`src/rtl/load_align_unit_if.sv`:
```
// ----------------------------------------------------------------------------
// load_align_unit_if
// Bundles the three handshake channels of the load alignment unit.
//   request  : req_valid/req_ready, req_addr, req_func3    (core -> unit)
//   memory   : mem_req_valid/mem_req_ready, mem_addr        (unit -> memory)
//              mem_rvalid, mem_rdata                        (memory -> unit)
//   response : resp_valid/resp_ready, resp_data, resp_err   (unit -> writeback)
// Modports: slave  = the load unit's view
//           master = the surrounding system's view (core + memory + writeback)
// ----------------------------------------------------------------------------
interface load_align_unit_if #(
   parameter int XLEN   = 32,
   parameter int ADDR_W = 32
);
   logic              req_valid;
   logic              req_ready;
   logic [ADDR_W-1:0] req_addr;
   logic [2:0]        req_func3;

   logic              mem_req_valid;
   logic              mem_req_ready;
   logic [ADDR_W-1:0] mem_addr;
   logic              mem_rvalid;
   logic [XLEN-1:0]   mem_rdata;

   logic              resp_valid;
   logic              resp_ready;
   logic [XLEN-1:0]   resp_data;
   logic              resp_err;

   modport slave (
      input  req_valid, req_addr, req_func3,
      input  mem_req_ready, mem_rvalid, mem_rdata,
      input  resp_ready,
      output req_ready, mem_req_valid, mem_addr,
      output resp_valid, resp_data, resp_err
   );

   modport master (
      output req_valid, req_addr, req_func3,
      output mem_req_ready, mem_rvalid, mem_rdata,
      output resp_ready,
      input  req_ready, mem_req_valid, mem_addr,
      input  resp_valid, resp_data, resp_err
   );
endinterface

```
`src/rtl/load_align_unit.sv`:
```
// ----------------------------------------------------------------------------
// load_align_unit
// Sequential load path between the memory stage and the data-memory port.
// Takes one load (byte address + RV func3) at a time, reads one or two
// beat-aligned words, extracts the addressed bytes and returns them sign- or
// zero-extended.
//
// Parameters : XLEN   (32 or 64) data / beat width
//              ADDR_W byte-address width
// Ports      : clk, rst_n (asynchronous, active low)
//              bus    load_align_unit_if.slave (request, memory, response)
// Build option: define LOAD_SPLIT_EN to split loads that cross a beat
//              boundary into two reads; without it any load not aligned to
//              its size is answered with resp_err and no memory access.
// ----------------------------------------------------------------------------
module load_align_unit #(
   parameter int XLEN   = 32,
   parameter int ADDR_W = 32
) (
   input  logic             clk,
   input  logic             rst_n,
   load_align_unit_if.slave bus
);
   localparam int BYTES = XLEN / 8;
   localparam int OFF_W = $clog2(BYTES);

   localparam logic [2:0] IDLE  = 3'd0;
   localparam logic [2:0] REQ0  = 3'd1;
   localparam logic [2:0] WAIT0 = 3'd2;
`ifdef LOAD_SPLIT_EN
   localparam logic [2:0] REQ1  = 3'd3;
   localparam logic [2:0] WAIT1 = 3'd4;
`endif
   localparam logic [2:0] RESP  = 3'd5;

   logic [2:0]        state;
   logic [OFF_W-1:0]  offset_q;
   logic [2:0]        func3_q;
   logic              mem_req_valid_q;
   logic [ADDR_W-1:0] mem_addr_q;
   logic              resp_valid_q;
   logic              resp_err_q;
   logic [XLEN-1:0]   resp_data_q;

   logic [OFF_W-1:0]  req_off;
   logic              req_bad;
   logic [XLEN-1:0]   beat_lo;
   logic [XLEN-1:0]   beat_hi;
   logic [XLEN-1:0]   assembled;

   assign req_off = bus.req_addr[OFF_W-1:0];

`ifdef LOAD_SPLIT_EN
   logic [XLEN-1:0]   beat0_q;
   logic [4:0]        span;
   logic              crosses;

   // Last byte touched lies past the end of the first beat -> second read.
   assign span    = 5'(offset_q) + (5'd1 << func3_q[1:0]);
   assign crosses = span > 5'(BYTES);
`else
   logic [3:0]        req_size;

   assign req_size = 4'd1 << bus.req_func3[1:0];
`endif

   // Requests answered straight from IDLE with an error, no memory traffic.
   always_comb begin
      // NOTE: every always_comb output gets a default first so no latch is inferred.
      req_bad = (bus.req_func3 == 3'b111);
      if (XLEN == 32 && (bus.req_func3 == 3'b011 || bus.req_func3 == 3'b110))
         req_bad = 1'b1;
`ifndef LOAD_SPLIT_EN
      if ((req_off & OFF_W'(req_size - 4'd1)) != '0)
         req_bad = 1'b1;
`endif
   end

   // Shift {hi, lo} down to the addressed byte, keep the access size, extend.
   function automatic logic [XLEN-1:0] extract(input logic [XLEN-1:0]  lo,
                                               input logic [XLEN-1:0]  hi,
                                               input logic [OFF_W-1:0] off,
                                               input logic [2:0]       f3);
      logic [XLEN-1:0] raw;
      logic [XLEN-1:0] mask;
      logic            sign;
      raw  = XLEN'({hi, lo} >> {off, 3'b000});
      mask = '1;
      sign = 1'b0;
      case (f3[1:0])
         2'b00:   begin mask = XLEN'(8'hFF);         sign = raw[7];  end
         2'b01:   begin mask = XLEN'(16'hFFFF);      sign = raw[15]; end
         2'b10:   begin mask = XLEN'(32'hFFFF_FFFF); sign = raw[31]; end
         default: ;
      endcase
      if (f3[2])
         sign = 1'b0;
      return (raw & mask) | (sign ? ~mask : '0);
   endfunction

   always_comb begin
      beat_lo = bus.mem_rdata;
      beat_hi = '0;
`ifdef LOAD_SPLIT_EN
      if (state == WAIT1) begin
         beat_lo = beat0_q;
         beat_hi = bus.mem_rdata;
      end
`endif
   end

   assign assembled = extract(beat_lo, beat_hi, offset_q, func3_q);

   always_ff @(posedge clk or negedge rst_n) begin
      if (!rst_n) begin
         state           <= IDLE;
         offset_q        <= '0;
         func3_q         <= '0;
         mem_req_valid_q <= 1'b0;
         mem_addr_q      <= '0;
         resp_valid_q    <= 1'b0;
         resp_err_q      <= 1'b0;
         resp_data_q     <= '0;
`ifdef LOAD_SPLIT_EN
         beat0_q         <= '0;
`endif
      end else begin
         // NOTE: state registers use non-blocking assignments so every flop
         // samples pre-edge values regardless of statement order.
         case (state)
            IDLE: begin
               if (bus.req_valid) begin
                  offset_q <= req_off;
                  func3_q  <= bus.req_func3;
                  if (req_bad) begin
                     state        <= RESP;
                     resp_valid_q <= 1'b1;
                     resp_err_q   <= 1'b1;
                     resp_data_q  <= '0;
                  end else begin
                     state           <= REQ0;
                     mem_req_valid_q <= 1'b1;
                     mem_addr_q      <= {bus.req_addr[ADDR_W-1:OFF_W], {OFF_W{1'b0}}};
                  end
               end
            end
            REQ0: begin
               if (bus.mem_req_ready) begin
                  mem_req_valid_q <= 1'b0;
                  state           <= WAIT0;
               end
            end
            WAIT0: begin
               if (bus.mem_rvalid) begin
`ifdef LOAD_SPLIT_EN
                  if (crosses) begin
                     beat0_q         <= bus.mem_rdata;
                     mem_addr_q      <= mem_addr_q + ADDR_W'(BYTES);
                     mem_req_valid_q <= 1'b1;
                     state           <= REQ1;
                  end else begin
                     resp_data_q  <= assembled;
                     resp_err_q   <= 1'b0;
                     resp_valid_q <= 1'b1;
                     state        <= RESP;
                  end
`else
                  resp_data_q  <= assembled;
                  resp_err_q   <= 1'b0;
                  resp_valid_q <= 1'b1;
                  state        <= RESP;
`endif
               end
            end
`ifdef LOAD_SPLIT_EN
            REQ1: begin
               if (bus.mem_req_ready) begin
                  mem_req_valid_q <= 1'b0;
                  state           <= WAIT1;
               end
            end
            WAIT1: begin
               if (bus.mem_rvalid) begin
                  resp_data_q  <= assembled;
                  resp_err_q   <= 1'b0;
                  resp_valid_q <= 1'b1;
                  state        <= RESP;
               end
            end
`endif
            RESP: begin
               if (bus.resp_ready) begin
                  resp_valid_q <= 1'b0;
                  state        <= IDLE;
               end
            end
            default: state <= IDLE;
         endcase
      end
   end

   assign bus.req_ready     = (state == IDLE);
   assign bus.mem_req_valid = mem_req_valid_q;
   assign bus.mem_addr      = mem_addr_q;
   assign bus.resp_valid    = resp_valid_q;
   assign bus.resp_err      = resp_err_q;
   assign bus.resp_data     = resp_data_q;
endmodule

```
`src/flat_wrapper.sv`:
```
// flat-port wrapper written by rule: the top's interface ports become plain ports
module load_align_unit_flat 
#(
   parameter int XLEN   = 32,
   parameter int ADDR_W = 32
)
  (clk, rst_n, bus_req_valid, bus_req_addr, bus_req_func3, bus_mem_req_ready, bus_mem_rvalid, bus_mem_rdata, bus_resp_ready, bus_req_ready, bus_mem_req_valid, bus_mem_addr, bus_resp_valid, bus_resp_data, bus_resp_err);
  load_align_unit_if #(.XLEN(XLEN), .ADDR_W(ADDR_W)) bus_i ();
  input  logic clk;
  input  logic rst_n;
  input wire logic [$bits(bus_i.req_valid)-1:0] bus_req_valid;
  input wire logic [$bits(bus_i.req_addr)-1:0] bus_req_addr;
  input wire logic [$bits(bus_i.req_func3)-1:0] bus_req_func3;
  input wire logic [$bits(bus_i.mem_req_ready)-1:0] bus_mem_req_ready;
  input wire logic [$bits(bus_i.mem_rvalid)-1:0] bus_mem_rvalid;
  input wire logic [$bits(bus_i.mem_rdata)-1:0] bus_mem_rdata;
  input wire logic [$bits(bus_i.resp_ready)-1:0] bus_resp_ready;
  output wire logic [$bits(bus_i.req_ready)-1:0] bus_req_ready;
  output wire logic [$bits(bus_i.mem_req_valid)-1:0] bus_mem_req_valid;
  output wire logic [$bits(bus_i.mem_addr)-1:0] bus_mem_addr;
  output wire logic [$bits(bus_i.resp_valid)-1:0] bus_resp_valid;
  output wire logic [$bits(bus_i.resp_data)-1:0] bus_resp_data;
  output wire logic [$bits(bus_i.resp_err)-1:0] bus_resp_err;
  assign bus_i.req_valid = bus_req_valid;
  assign bus_i.req_addr = bus_req_addr;
  assign bus_i.req_func3 = bus_req_func3;
  assign bus_i.mem_req_ready = bus_mem_req_ready;
  assign bus_i.mem_rvalid = bus_mem_rvalid;
  assign bus_i.mem_rdata = bus_mem_rdata;
  assign bus_i.resp_ready = bus_resp_ready;
  assign bus_req_ready = bus_i.req_ready;
  assign bus_mem_req_valid = bus_i.mem_req_valid;
  assign bus_mem_addr = bus_i.mem_addr;
  assign bus_resp_valid = bus_i.resp_valid;
  assign bus_resp_data = bus_i.resp_data;
  assign bus_resp_err = bus_i.resp_err;
  load_align_unit #(.XLEN(XLEN), .ADDR_W(ADDR_W)) u_core (.clk(clk), .rst_n(rst_n), .bus(bus_i));
endmodule
```
`config.mk`:
```
export PLATFORM = sky130hd
export DESIGN_NAME = load_align_unit_flat
export DESIGN_NICKNAME = d
export VERILOG_FILES = /design/src/rtl/load_align_unit_if.sv /design/src/rtl/load_align_unit.sv /design/src/flat_wrapper.sv
export SDC_FILE = /design/constraint.sdc
export NUM_CORES = 1
export LEC_CHECK = 0
export BUFFER_PORTS_ARGS = -buffer_cell sky130_fd_sc_hd__clkbuf_2
export CAP_MARGIN = 10
export CORE_UTILIZATION = 44
export DETAILED_ROUTE_END_ITERATION = 8
export PLACE_DENSITY = 0.74
export SETUP_SLACK_MARGIN = 0.4
export SLEW_MARGIN = 30
export SYNTH_ARGS = -nofsm -noshare
export SYNTH_HDL_FRONTEND = slang
export SYNTH_SLANG_ARGS = --single-unit
```
`constraint.sdc`:
```
create_clock -name clk -period 1.9 [get_ports clk]
set_clock_uncertainty 0.2 [all_clocks]
set_input_delay 0.38 -clock clk [delete_from_list [all_inputs] [get_ports clk]]
set_output_delay 0.38 -clock clk [all_outputs]
set_load 0.03 [all_outputs]
```
==> summary.txt <==
Detailed routing
  • DRC Markers: 0
  • ANT nets after route: 0
  • Final WL: 10.80 mm
  • DR vias/cell: 5.360
  • Vias: 3168
  • Avg WL per Cell: 18.28 um
  • Iter 0 DRT Violations: 209
  • Drt pass-1 iters: 4

Power
  • Final Power: 0.01076 W
  • Pwr dens: 1917 nW/um^2
  • Leakage power: 2.843 nW
  • Worst vdd ir: 1.140 mV

GRT
  • First-pass GRT wire length: 15.17 mm
  • Number of global-route vias before repair: 3003
  • Antenna violations before repair: 0
  • Largest net degree at the start of global routing: 35
  • Total GRT Usage: 23.15%
  • Grt total ovfl: 0

Worst hold path
  • Min-Delay Path Class: in -> reg

Die
  • Core box area: 7767 sq um
  • Die Area: 8404 sq um
  • Rows: 32
  • Die width: 91.68 um
  • Die Ht: 91.68 um
  • Top-level I/O count: 141
  • Initial Util: 45.55%

Placed design
  • Final HPWL from detailed placement: 6.484 mm
  • Placer congestion estimate: 0.8979
  • I/O Buffers: 138

Synth
  • Compound-cell area share of the yosys netlist: 14.64%
  • Yosys cell types: 40
  • Seq/Total Area, Yosys: 51.63%
  • Syn. warnings: 0
  • Synth async-reset ratio: 100.0%
  • Main combinational cell family by area after synthesis: multiplexers
  • Mapped Area: 3538 sq um
  • Avg Cell Area, Syn: 12.33 sq um
  • #FFs+latches synth: 73
  • Main synth FF type: dfrtp_1
  • Synth Instances: 287
  • Post-Synth XOR/XNOR Area: 0%
  • Mux contribution to synthesized area: 22.17%
  • Simple-Gate Fraction of Synth Area: 7.107%
  • Post-synth EDFFs: 0
  • Area share of fa/ha/maj cells after synthesis: 0%

Worst setup path
  • Setup CP Type: reg -> reg
  • CP Data Required Time: 1.90 ns
  • CP startpoint kind: flip-flop
  • Worst Path Arrival: 1.92 ns
  • CP max-delay cell: dfrtp_1
  • CP peak stage delay: 0.43 ns
  • Crit-path cells: nor4b_4 -> buf_4 -> a31oi_4 -> buf_12 -> a22oi_1 -> o21ai_1
  • Setup crit end kind: flip-flop
  • Crit path max fanout: 17

STA
  • Final setup viols: 21
  • Final Hold Vio Count: 0
  • Worst Max-Slew Pin Slew: 0.6755 ns
  • RSZ-0062 raised after global routing: true
  • Max Slew Vio Count: 0
  • Post-layout min period: 1.922 ns
  • Final worst slack: -0.02195 ns
  • Fin crit share: 101.2%
  • Achievable Freq: 0.5203 GHz
  • Rel. slew slack: 54.80%

Cells and area
  • Syn-to-layout area delta: 58.56%
  • Ant. Diodes: 0
  • Post-layout util: 72.23%
  • Most frequent cells in the layout: buf_4 (75), clkbuf_2 (73), dfrtp_1 (73)
  • Share of cells above drive strength 1: 60.33%
  • Most common cell after layout, fill and taps aside: buf_4
  • Fillers: 545
  • Nets: 557

Clock tree
  • H-Tree Depth: 3
  • Clock latency on the worst-skew pair: 0.34 ns
  • Max Root-Sink Buffers: 2
  • CTS tree: yes
  • Root Driver: clkbuf_8
  • Cts bufs inserted: 9
  • Clock Sinks: 73
  • Clk slew on worst S/H paths: 0.09 ns

Outcome
  • Status: finished with violations
  • Violated checks: setup timing

Job
  • Maxcap violations: 0
## cells in the mapped netlist (4+ instances only)
| cell type | n | area, sq um |
|---|---|---|
| nor2_1 | 14 | 52.55 |
| dfrtp_1 | 73 | 1827 |
| o21ai_0 | 34 | 170.2 |
| mux2_4 | 29 | 435.4 |
| mux2_2 | 13 | 146.4 |
| buf_6 | 4 | 45.04 |
| a211oi_1 | 7 | 52.55 |
| clkbuf_1 | 7 | 26.28 |
| mux2i_1 | 18 | 180.2 |
| a22oi_1 | 16 | 120.1 |
| a22o_1 | 8 | 70.07 |
| buf_2 | 6 | 30.03 |
| nand2_1 | 23 | 86.33 |
| buf_4 | 5 | 37.54 |
## sequential cells by signal, summed over array words and instances, names as in the netlist
name / flops
u_core.state: 3
u_core.bus.resp_data: 32
u_core.offset_q: 2
u_core.bus.mem_req_valid: 1
u_core.func3_q: 3
u_core.bus.mem_addr: 30
u_core.bus.resp_err: 1
u_core.bus.resp_valid: 1
## metal layers
layer | track usage, % | wire length, um | share of wire (%)
met5 | 0 | 0 | 0
met3 | 4.975 | 590 | 5.5
met2 | 39.22 | 5721 | 53
met4 | 6.614 | 267 | 2.5
met1 | 29.89 | 4223 | 39
## through the flow
step                cells  TNS [ns]  cell area (sq um)  setup WS [ns]  hold slack, ns
floorplan             288    -1.985               3562       -0.06929         -0.1156
global placement      529    -10.73               4456        -0.2041          0.1047
detailed placement    529    -12.81               4456        -0.2413          0.1056
CTS                   560         0               5069        0.03655         0.06217
global route          591    -2.909               5610       -0.08622         0.05580
finish                591   -0.1788               5610       -0.02195         0.05912
## worst paths after layout
| path | start | end | slack, ns | cells past startpoint |
|---|---|---|---|---|
| max in group asynchronous | rst_n | u_core.bus.mem_addr[25] | 0.68 | 3 |
| worst min register to register | u_core.bus.resp_data[8] | u_core.bus.resp_data[8] | 0.30 | 2 |
| min in group asynchronous | rst_n | u_core.state[0] | 0.27 | 2 |
| worst min-delay path | bus_req_addr[12] | u_core.bus.mem_addr[12] | 0.06 | 2 |
| worst max register to register | u_core.state[0] | u_core.bus.resp_data[22] | -0.02 | 6 |
| worst max-delay path | u_core.state[0] | u_core.bus.resp_data[22] | -0.02 | 6 |
## worst max-delay path: cells and delay by family, from the launching register on
family / cells / cell delay (ns)
compound gates: 3 / 0.43
simple gates: 1 / 0.35
buf+inv: 2 / 0.36
flops: 1 / 0.43
## final cells by class
type | count | area [sq um] | area share, %
Timing Repair Buffer | 205 | 1658 | 29.55
Multi-Input combinational cell | 192 | 1748 | 31.16
Clock inverter | 4 | 73.82 | 1.316
Sequential cell | 73 | 1827 | 32.56
Inverter | 3 | 11.26 | 0.2007
Clock buffer | 12 | 165.2 | 2.944
Tap cell | 102 | 127.6 | 2.275
## power breakdown
| part | internal, W | switching, W |
|---|---|---|
| logic | 0.00323 | 0.00318 |
| registers | 0.00227 | 0.000632 |
| clock network | 0.000848 | 0.000591 |
## cells by family (layout without fill, tap and decap cells)
kind of cell	count (synthesis)	after routing
flip-flops	73	73
multiplexers	61	61
buffers and inverters	26	224
other	1	2
AO/OA/AOI/OAI	76	79
AND/OR/NAND/NOR	50	50
## what timing repair did
item	in CTS	in global routing
endpoints found under the setup margin	89	136
pin swaps	5	9
hold endpoints to repair	23	0
gates cloned	5	0
gates resized for setup	60	207
hold buffers	1	0
buffers inserted	9	31
Power figures use the tool's default switching activity.
